[config.mk]
export PLATFORM = sky130hd
export DESIGN_NAME = rails_lifo
export DESIGN_NICKNAME = d
export VERILOG_FILES = /design/src/rtl/rails_pkg.sv /design/src/rtl/rails_lifo.sv
export SDC_FILE = /design/constraint.sdc
export NUM_CORES = 1
export LEC_CHECK = 0
export ABC_AREA = 1
export ABC_CLOCK_PERIOD_IN_PS = 3600
export CELL_PAD_IN_SITES_DETAIL_PLACEMENT = 1
export CELL_PAD_IN_SITES_GLOBAL_PLACEMENT = 2
export CORE_MARGIN = 4
export CORE_UTILIZATION = 40
export DETAILED_ROUTE_END_ITERATION = 6
export GPL_ROUTABILITY_DRIVEN = 0
export GPL_TIMING_DRIVEN = 1
export PLACE_DENSITY_LB_ADDON = 0.1
export RECOVER_POWER = 50
export SLEW_MARGIN = 20
export SYNTH_ARGS = -nofsm -noshare
export SYNTH_HDL_FRONTEND = slang
export SYNTH_SLANG_ARGS = --single-unit
[constraint.sdc]
create_clock -name clk -period 3.6 [get_ports clk]
set_input_delay 0.9 -clock clk [delete_from_list [all_inputs] [get_ports clk]]
set_output_delay 0.9 -clock clk [all_outputs]
set_load 0.005 [all_outputs]
[src/rtl/rails_pkg.sv]
// Shared types and elaboration-time width helpers for the rails order checker.
package rails_pkg;

    typedef enum logic [1:0] {IDLE, LOAD, CHECK, DONE} state_t;

    // Index width for an array of 'depth' entries (never zero).
    function automatic int idx_w(input int depth);
        return (depth > 1) ? $clog2(depth) : 1;
    endfunction

    function automatic bit width_ok(input int dw, input int max_n);
        return (max_n >= 1) && ((dw >= 31) || ((1 << dw) > max_n));
    endfunction

endpackage

[src/rtl/rails_lifo.sv]
// Small LIFO with a registered top-of-stack; clr wins over push and pop.
module rails_lifo
    import rails_pkg::*;
#(
    parameter int DEPTH = 10,
    parameter int DW    = 4
) (
    input  logic          clk,
    input  logic          reset,
    input  logic          push,
    input  logic          pop,
    input  logic          clr,
    input  logic [DW-1:0] din,
    output logic [DW-1:0] top,
    output logic          empty,
    output logic          full
);
    localparam int AW  = idx_w(DEPTH);
    localparam int SPW = $clog2(DEPTH + 1);

    logic [DW-1:0]  mem_q [DEPTH];
    logic [DW-1:0]  mem_d [DEPTH];
    logic [SPW-1:0] sp_q, sp_d, sp_m2;
    logic [DW-1:0]  top_q, top_d;

    assign empty = (sp_q == '0);
    assign full  = (sp_q == SPW'(DEPTH));
    assign top   = top_q;
    assign sp_m2 = sp_q - SPW'(2);

    always_comb begin
        mem_d = mem_q;
        sp_d  = sp_q;
        top_d = top_q;
        if (clr) begin
            sp_d  = '0;
            top_d = '0;
        end else if (push && !full) begin
            mem_d[sp_q[AW-1:0]] = din;
            sp_d  = sp_q + SPW'(1);
            top_d = din;
        end else if (pop && !empty) begin
            // The entry below the current top becomes the new registered top.
            sp_d  = sp_q - SPW'(1);
            top_d = (sp_q > SPW'(1)) ? mem_q[sp_m2[AW-1:0]] : '0;
        end
    end

    always_ff @(posedge clk or posedge reset) begin
        if (reset) begin
            sp_q  <= '0;
            top_q <= '0;
        end else begin
            sp_q  <= sp_d;
            top_q <= top_d;
        end
    end

    always_ff @(posedge clk) begin
        mem_q <= mem_d;
    end

    always_ff @(posedge clk) begin
        if (!reset) begin
            assert (!(push && full && !clr)) else $error("rails_lifo: push on full stack");
            assert (!(push && pop)) else $error("rails_lifo: simultaneous push and pop");
        end
    end

endmodule

==> results of run 1 <==
==> cell usage in the layout, fill, tap and decap left out, drive strengths merged <==
cell type      synthesis  layout
a21oi                  4       4
a31oi                  1       1
buf                    8       1
bufinv                 0       2
clkbuf                 0       5
clkdlybuf4s50          0       6
clkinv                 1       1
dfrtp                  8       8
dlygate4sd3            0       8
edfxtp                40      40
ha                     8       8
inv                   41      42
nand2                 80      80
nand3                 31      31
nor2                   9       9
nor3                  11      11
o2111ai                1       1
o211ai                 1       1
o21a                   1       1
o21ai                  5       5
xnor2                  2       2
xor2                   1       1
==> kinds of logic (layout without fill, tap and decap cells) <==
kind of cell    after synthesis  after routing
compound gates               13             13
xor+xnor                      3              3
fa+ha+maj                     8              8
buf+inv                      50             65
flops                        48             48
simple gates                131            131
==> final cells by class <==
class	instances	area (um^2)	area share [%]
Clock buffer	5	68.8	2.49
Timing Repair Buffer	15	148	5.34
Sequential cell	48	1400	50.7
Tap cell	75	93.8	3.40
Multi-Input combinational cell	155	822	29.8
Inverter	42	160	5.80
Clock inverter	3	68.8	2.49
==> worst reg2reg max path, stage by stage (launching register included) <==
cell     delay (ns)
dfrtp_1        0.53
ha_1           0.30
nand2_2        0.10
nand2_4        0.08
inv_4          0.10
nand2_1        0.29
nor3_1         0.57
==> flip-flops by register name (all words and copies together), names as in the netlist <==
| register | cells |
|---|---|
| sp_q | 4 |
| top | 4 |
| mem_q | 40 |
==> worst min-delay path by stage <==
stage	start	end	slack [ns]	depth (start not counted)
global route	top[1]	top[1]	0.55	2
finish	top[1]	top[1]	0.52	2
floorplan	top[0]	top[0]	0.51	2
CTS	top[1]	top[1]	0.53	2
detailed placement	top[1]	top[1]	0.51	2
global placement	top[1]	top[1]	0.50	2
==> power by group through the flow <==
stage	Clock (mW)	Sequential, mW	Combinational (mW)
2_1_floorplan	0	0.691	0.433
3_3_place_gp	0	0.704	0.620
3_5_place_dp	0	0.706	0.618
4_1_cts	0.475	0.693	0.627
5_1_grt	0.502	0.700	0.696
6_report	0.468	0.693	0.616
==> metal layers <==
layer	global-route usage [%]	wire length (um)	vias to the layer above
li1	-	-	841
met1	24.1	2900	785
met2	26.9	2600	19
met3	3.07	111	6
met4	4.46	74	0
met5	0	0	-
==> per-stage QoR <==
step | hold WS [ns] | power, mW | setup slack [ns]
3_5_place_dp | 0.507 | 1.32 | 0.718
3_3_place_gp | 0.500 | 1.32 | 0.783
5_1_grt | 0.546 | 1.90 | 0.251
4_1_cts | 0.529 | 1.80 | 0.409
6_report | 0.521 | 1.78 | 0.414
2_1_floorplan | 0.512 | 1.12 | 1.48
==> results by group, run 1 <==
Power and ir drop
  – Power per cell area: around 640 nW/um^2
  – Sequential share of power: between 30% and 40%
  – LEAKAGE: ~1.2 nW
  – Peak supply drop: about 0.31 mV
  – Clock power frac: a little over a quarter
  – Sw power: ~0.63 mW
  – Logic pwr share: between 30% and 40%
  – Switching Share: roughly 36%
  – Internal: around 1.1 mW

Synth
  – Ys flop type: edfxtp_1
  – Synth warn: 0
  – Post-Synth Adder-Cell Area: under 10%
  – Top cell type's share of synthesized area: approximately 49%
  – Yosys reg bits: 48
  – Mapped Nets: 270
  – Sequential share of the synthesized area: approximately 58%
  – Combinational family with the most area after synthesis: simple AND/OR/NAND/NOR gates
  – XOR/XNOR Fraction of Synth Area: around 1.1%
  – Cell area after synthesis: approximately 2400 um^2
  – Mux contribution to synthesized area: 0%
  – Synth unique cells: 29
  – Synth Area in Simple Gates: between 20 and 25%
  – Post-synth top area cell: edfxtp_1
  – Largest cells by area after synthesis: edfxtp_1, nand2_1, dfrtp_1
  – Synth cell count leaders: nand2_1, edfxtp_1, inv_1
  – Gate Count Post-Synth: between 200 and 300
  – Compound-cell area share of the yosys netlist: under 10%
  – Number of enable flip-flop cells after synthesis: 40
  – Asr flop ratio synth: about 17%
  – Top-count cell post-synth: nand2_1
  – Syn Area/Cell: roughly 9.6 um^2

Clock network
  – # Post-CTS Setup Buffers: 0
  – Root Buffer: clkbuf_8
  – CTS Hold Bufs: 0
  – CTS Sinks: 48
  – CTS tree: built
  – Clock latency on the worst-skew pair: roughly 0.30 ns
  – H-Tree Level Count: 2
  – Reg clk slew, reported paths: 0.09 ns
  – Num CTS Buffers: 5
  – Resized cells post-CTS: 0
  – CTS max path bufs: 2

Detailed routing
  – Final antenna-violating net count: 0
  – Drt drc: 0
  – Wire length per cell: 16.6 um
  – Drt first-iter violations: 66
  – Drt via density: between 4 and 5
  – First-pass detailed-route iteration total: 4
  – Total Routed Length: 5690 um
  – Vias after detailed routing: between 1500 and 2000

Placed design
  – Number of placed cells counting well taps: ~340
  – DP HPWL: between 4000 and 5000 um
  – Port bufs: 14
  – Post-place instance area: between 2000 and 3000 um^2

Die
  – # IOs: 15
  – Num rows: 28
  – Die Ht: approximately 86 um
  – Horiz. Die Dim: 85.9 um
  – Area of the die: 7390 um^2
  – Core area: 5920 um^2
  – Starting density of the core: 41.0%

Global route
  – Largest net degree at the start of global routing: 26
  – Global route total overflow: 0
  – GRT Total Usage: 17.0%
  – Global-route wire length before repair: ~9400 um
  – Vias in the first global route: between 1500 and 2000
  – Antenna violations before repair: 0

Final layout
  – Final core occ: roughly 47%
  – Layout fillers: slightly below 700
  – Non-filler cells, final: approximately 340
  – Share of cells above drive strength 1: 10.4%
  – Antenna Cells: 0
  – P&R area growth vs syn: 13.7%
  – Post-route cell area: approximately 2800 um^2
  – Nets@finish: 284

Status
  – Status: complete, no violations

STA
  – Final setup viols: 0
  – Slew @ Worst Pin: just under 0.6 ns
  – FMAX: about 310 MHz
  – RSZ-0062 raised after global routing: false
  – Fin Setup TNS: 0 ns
  – Max transition margin: approximately 60%
  – Final Hold Vio Count: 0
  – Max Transition Viols Final: 0
  – Clock skew: roughly 0.011 ns
  – Fin crit share: between 80% and 90%
  – Min Tclk post-route: approximately 3.2 ns

Worst hold path
  – Min-Delay Path Class: reg -> reg

Worst setup path
  – Startpoint Class: flip-flop
  – Slowest-stage cell, CP: dfrtp_1
  – R2R depth: 6
  – Worst-path maximum fanout: 15
  – CP Capture Point: empty
  – Reg-to-Reg End: mem_q[6]
  – Most used cell, CP: inv_1
  – CP Class: reg -> out
  – Worst Setup SP: sp_q[1]
  – Crit path cell chain: inv_1 > ha_1 > inv_1 > nor2_1 > clkdlybuf4s50_1
  – Largest stage delay on the critical path: 0.53 ns
  – CP Capture Type: output port
  – FF-to-FF setup slack: roughly 1.3 ns
  – Stages on worst setup path: 5
  – CP top delay family: buffers and inverters
  – Crit path DAT: about 2.3 ns
  – Reg2reg start: sp_q[1]
  – Buf/Inv on CP: 3
  – CP required: ~2.7 ns

Job
  – Max-cap viol count: 0
No activity file was read; power rests on OpenSTA's default activity.
==> run 2: changes to the inputs <==
Settings changed: ABC_AREA 1 to not set, CELL_PAD_IN_SITES_DETAIL_PLACEMENT 1 to 0, CELL_PAD_IN_SITES_GLOBAL_PLACEMENT 2 to 1, CORE_UTILIZATION 40 to 45.
==> run 2 against run 1 <==
Effect of this change:
- clock-buffer cell count grew 2
- via count down 14%
- clock skew is 0.0033 ns lower
- critical path type unchanged
- largest power group is now combinational logic
- highest routed layer unchanged
==> results by group, run 2 <==
Synth
  – Post-synth top area cell: edfxtp_1
  – Synth unique cells: 40 (+38%)
  – Syn Area/Cell: 13.8 um^2 (+43%)
  – Synth warn: 0 (unchanged)
  – Top-count cell post-synth: edfxtp_1
  – Cell area after synthesis: 2350 um^2 (-3.1%)
  – Sequential share of the synthesized area: 59.5% (+1.8 points)
  – Ys flop type: edfxtp_1
  – Synth cell count leaders: edfxtp_1, mux2i_1, nand2_1
  – Asr flop ratio synth: 16.7% (unchanged)
  – Mapped Nets: 188 (-30%)
  – Number of enable flip-flop cells after synthesis: 40 (unchanged)
  – Yosys reg bits: 48 (unchanged)
  – Top cell type's share of synthesized area: 51.0% (+1.6 points)
  – Largest cells by area after synthesis: edfxtp_1, mux2i_1, dfrtp_1
  – Gate Count Post-Synth: 171 (-32%)

Clock network
  – Root Buffer: clkbuf_8
  – CTS Sinks: 48 (unchanged)
  – CTS tree: built
  – H-Tree Level Count: 2 (unchanged)
  – Resized cells post-CTS: 0 (unchanged)
  – CTS max path bufs: 2 (unchanged)
  – # Post-CTS Setup Buffers: 0 (unchanged)
  – CTS Hold Bufs: 0 (unchanged)
  – Clock latency on the worst-skew pair: 0.30 ns (about the same)
  – Num CTS Buffers: 5 (unchanged)
  – Reg clk slew, reported paths: 0.09 ns (about the same)

Final layout
  – Biggest register: mem_q
  – Share of cells above drive strength 1: 10.6% (+0.19 points)
  – Area of the multi-input gates: 868 um^2 (+5.6%)
  – Final core occ: 52.2% (+5.5 points)
  – Max FFs per register: 40 (unchanged)
  – Layout fillers: 457 (-33%)
  – P&R area growth vs syn: 12.4%
  – Commonest non-fill, non-tap cell in the layout: edfxtp_1
  – FF/Latch Area: 1400 um^2 (unchanged)
  – Nets@finish: 204 (-28%)
  – Antenna Cells: 0 (unchanged)
  – Most frequent cells in the layout: edfxtp_1, mux2i_1, nand2_1
  – Non-filler cells, final: 258 (-25%)

Placed design
  – DP HPWL: 3580 um (-13%)
  – Port bufs: 14 (unchanged)
  – Number of placed cells counting well taps: 250 (-25%)

Die
  – Core area: 5070 um^2 (-14%)
  – Horiz. Die Dim: 80.3 um (-6.5%)
  – Num rows: 26 (-7.1%)
  – Starting density of the core: 46.4% (+5.4 points)
  – Die Ht: 80.3 um (-6.5%)
  – # IOs: 15 (unchanged)
  – Area of the die: 6450 um^2 (-13%)

STA
  – Final hold slack: 0.544 ns (+0.0235 ns)
  – Final Hold Vio Count: 0 (unchanged)
  – Clock skew: 0.00777 ns (-0.00327 ns)
  – Max Transition Viols Final: 0 (unchanged)
  – Fin Setup TNS: 0 ns (unchanged)
  – RSZ-0062 raised after global routing: false
  – Min Tclk post-route: 3.02 ns (-0.164 ns)
  – Fin crit share: 83.9% (-4.6 points)
  – Max transition margin: 54.2% (-6.2 points)
  – Final setup viols: 0 (unchanged)
  – FMAX: 331 MHz (+5.4%)
  – Slew @ Worst Pin: 0.680 ns (+0.0920 ns)

Status
  – Status: complete, no violations

Worst setup path
  – R2R depth: 7 (+1)
  – Crit path DAT: 2.12 ns (-0.17 ns)
  – Reg2reg start: sp_q[2]
  – Largest stage delay on the critical path: 0.52 ns (about the same)
  – CP Class: reg -> out
  – CP required: 2.70 ns (about the same)
  – Reg-to-Reg End: top[0]
  – FF-to-FF setup slack: 1.47 ns (+0.21 ns)
  – Worst-path maximum fanout: 8 (-7)
  – CP Capture Type: output port
  – Startpoint Class: flip-flop
  – Slowest-stage cell, CP: clkdlybuf4s50_1
  – Crit path cell chain: inv_1 > ha_1 > nand2b_1 > nor2_1 > clkdlybuf4s50_1

Global route
  – Vias in the first global route: 1536 (-14%)
  – Global-route wire length before repair: 7990 um (-15%)
  – Global route total overflow: 0 (unchanged)
  – Largest net degree at the start of global routing: 26 (unchanged)
  – Antenna violations before repair: 0 (unchanged)
  – GRT Total Usage: 17.1% (+0.077 points)

Power and ir drop
  – Switching Share: 34.8% (-0.93 points)
  – Internal: 1.19 mW (+3.7%)
  – Sequential share of power: 39.6% (+0.6 points)
  – Total chip power: 1.82 mW (+2.2%)
  – Sw power: 0.632 mW (-0.42%)
  – Peak supply drop: 0.277 mV (-12%)
  – Power per cell area: 686 nW/um^2 (+6.7%)
  – Clock power frac: 20.7% (-5.6 points)
  – Logic pwr share: 39.7% (+5.0 points)
  – LEAKAGE: 1.00 nW (-16%)

Worst hold path
  – Hold Path Cell Cnt: 1 (-1)
  – Hold Crit Start: top[3]
  – Hold Path End: top[3]
  – Min-Delay Path Class: reg -> reg

Detailed routing
  – Drt first-iter violations: 87 (+32%)
  – First-pass detailed-route iteration total: 4 (unchanged)
  – Total Routed Length: 4880 um (-14%)
  – Drt via density: 5.50 (+14%)
  – Vias after detailed routing: 1419 (-14%)
  – Wire length per cell: 18.9 um (+14%)
  – Drt drc: 0 (unchanged)
  – Final antenna-violating net count: 0 (unchanged)

Job
  – Max-cap viol count: 0 (unchanged)
==> run 2: kinds of logic after synthesis <==
family	synth area share (%)
buffers and inverters	3.61
AO/OA/AOI/OAI	12.2
flip-flops	59.5
multiplexers	9.40
XOR/XNOR	0.744
AND/OR/NAND/NOR	10.3
adder cells (fa/ha/maj)	4.25
==> run 2: final cells by class <==
type,count,area share (%)
clock buffer,7,4.06
clock inverter,1,0.331
inverter,7,0.992
multi-input combinational,110,32.8
sequential,48,52.9
tap,70,3.31
timing repair buffer,15,5.58
==> run 2: how the worst max path moves through the flow <==
| stage | endpoint | from |
|---|---|---|
| floorplan | empty | sp_q[0] |
| global placement | mem_q[0] | push |
| detailed placement | mem_q[6] | push |
| CTS | empty | sp_q[1] |
| global route | empty | sp_q[1] |
| finish | empty | sp_q[1] |
==> run 2: per-layer routing <==
layer	wire [um]	part of all wire, %	track usage [%]
met4	138	2.8	8.78
met1	2210	45	21.8
met2	2360	48	27.1
met5	0	0	0
met3	171	3.5	3.81
==> run 2: power groups by stage <==
| stage | Clock, mW | Combinational [mW] | Sequential (mW) |
|---|---|---|---|
| 4_1_cts | 0.381 | 0.729 | 0.720 |
| 6_report | 0.377 | 0.721 | 0.720 |
| 3_5_place_dp | 0 | 0.725 | 0.733 |
| 2_1_floorplan | 0 | 0.549 | 0.711 |
| 5_1_grt | 0.408 | 0.791 | 0.729 |
| 3_3_place_gp | 0 | 0.712 | 0.729 |
==> run 2: critical path: cells and delay by family (launching register included) <==
| family | cells | cell delay [ns] |
|---|---|---|
| adder cells (fa/ha/maj) | 1 | 0.32 |
| buffers and inverters | 2 | 0.73 |
| flip-flops | 1 | 0.48 |
| AND/OR/NAND/NOR | 2 | 0.29 |
==> run 2: per-stage QoR <==
| step | area (um^2) | setup WS (ns) |
|---|---|---|
| 2_1_floorplan | 2350 | 1.50 |
| 3_3_place_gp | 2530 | 0.894 |
| 6_report | 2650 | 0.578 |
| 3_5_place_dp | 2530 | 0.830 |
| 4_1_cts | 2650 | 0.564 |
| 5_1_grt | 2650 | 0.476 |
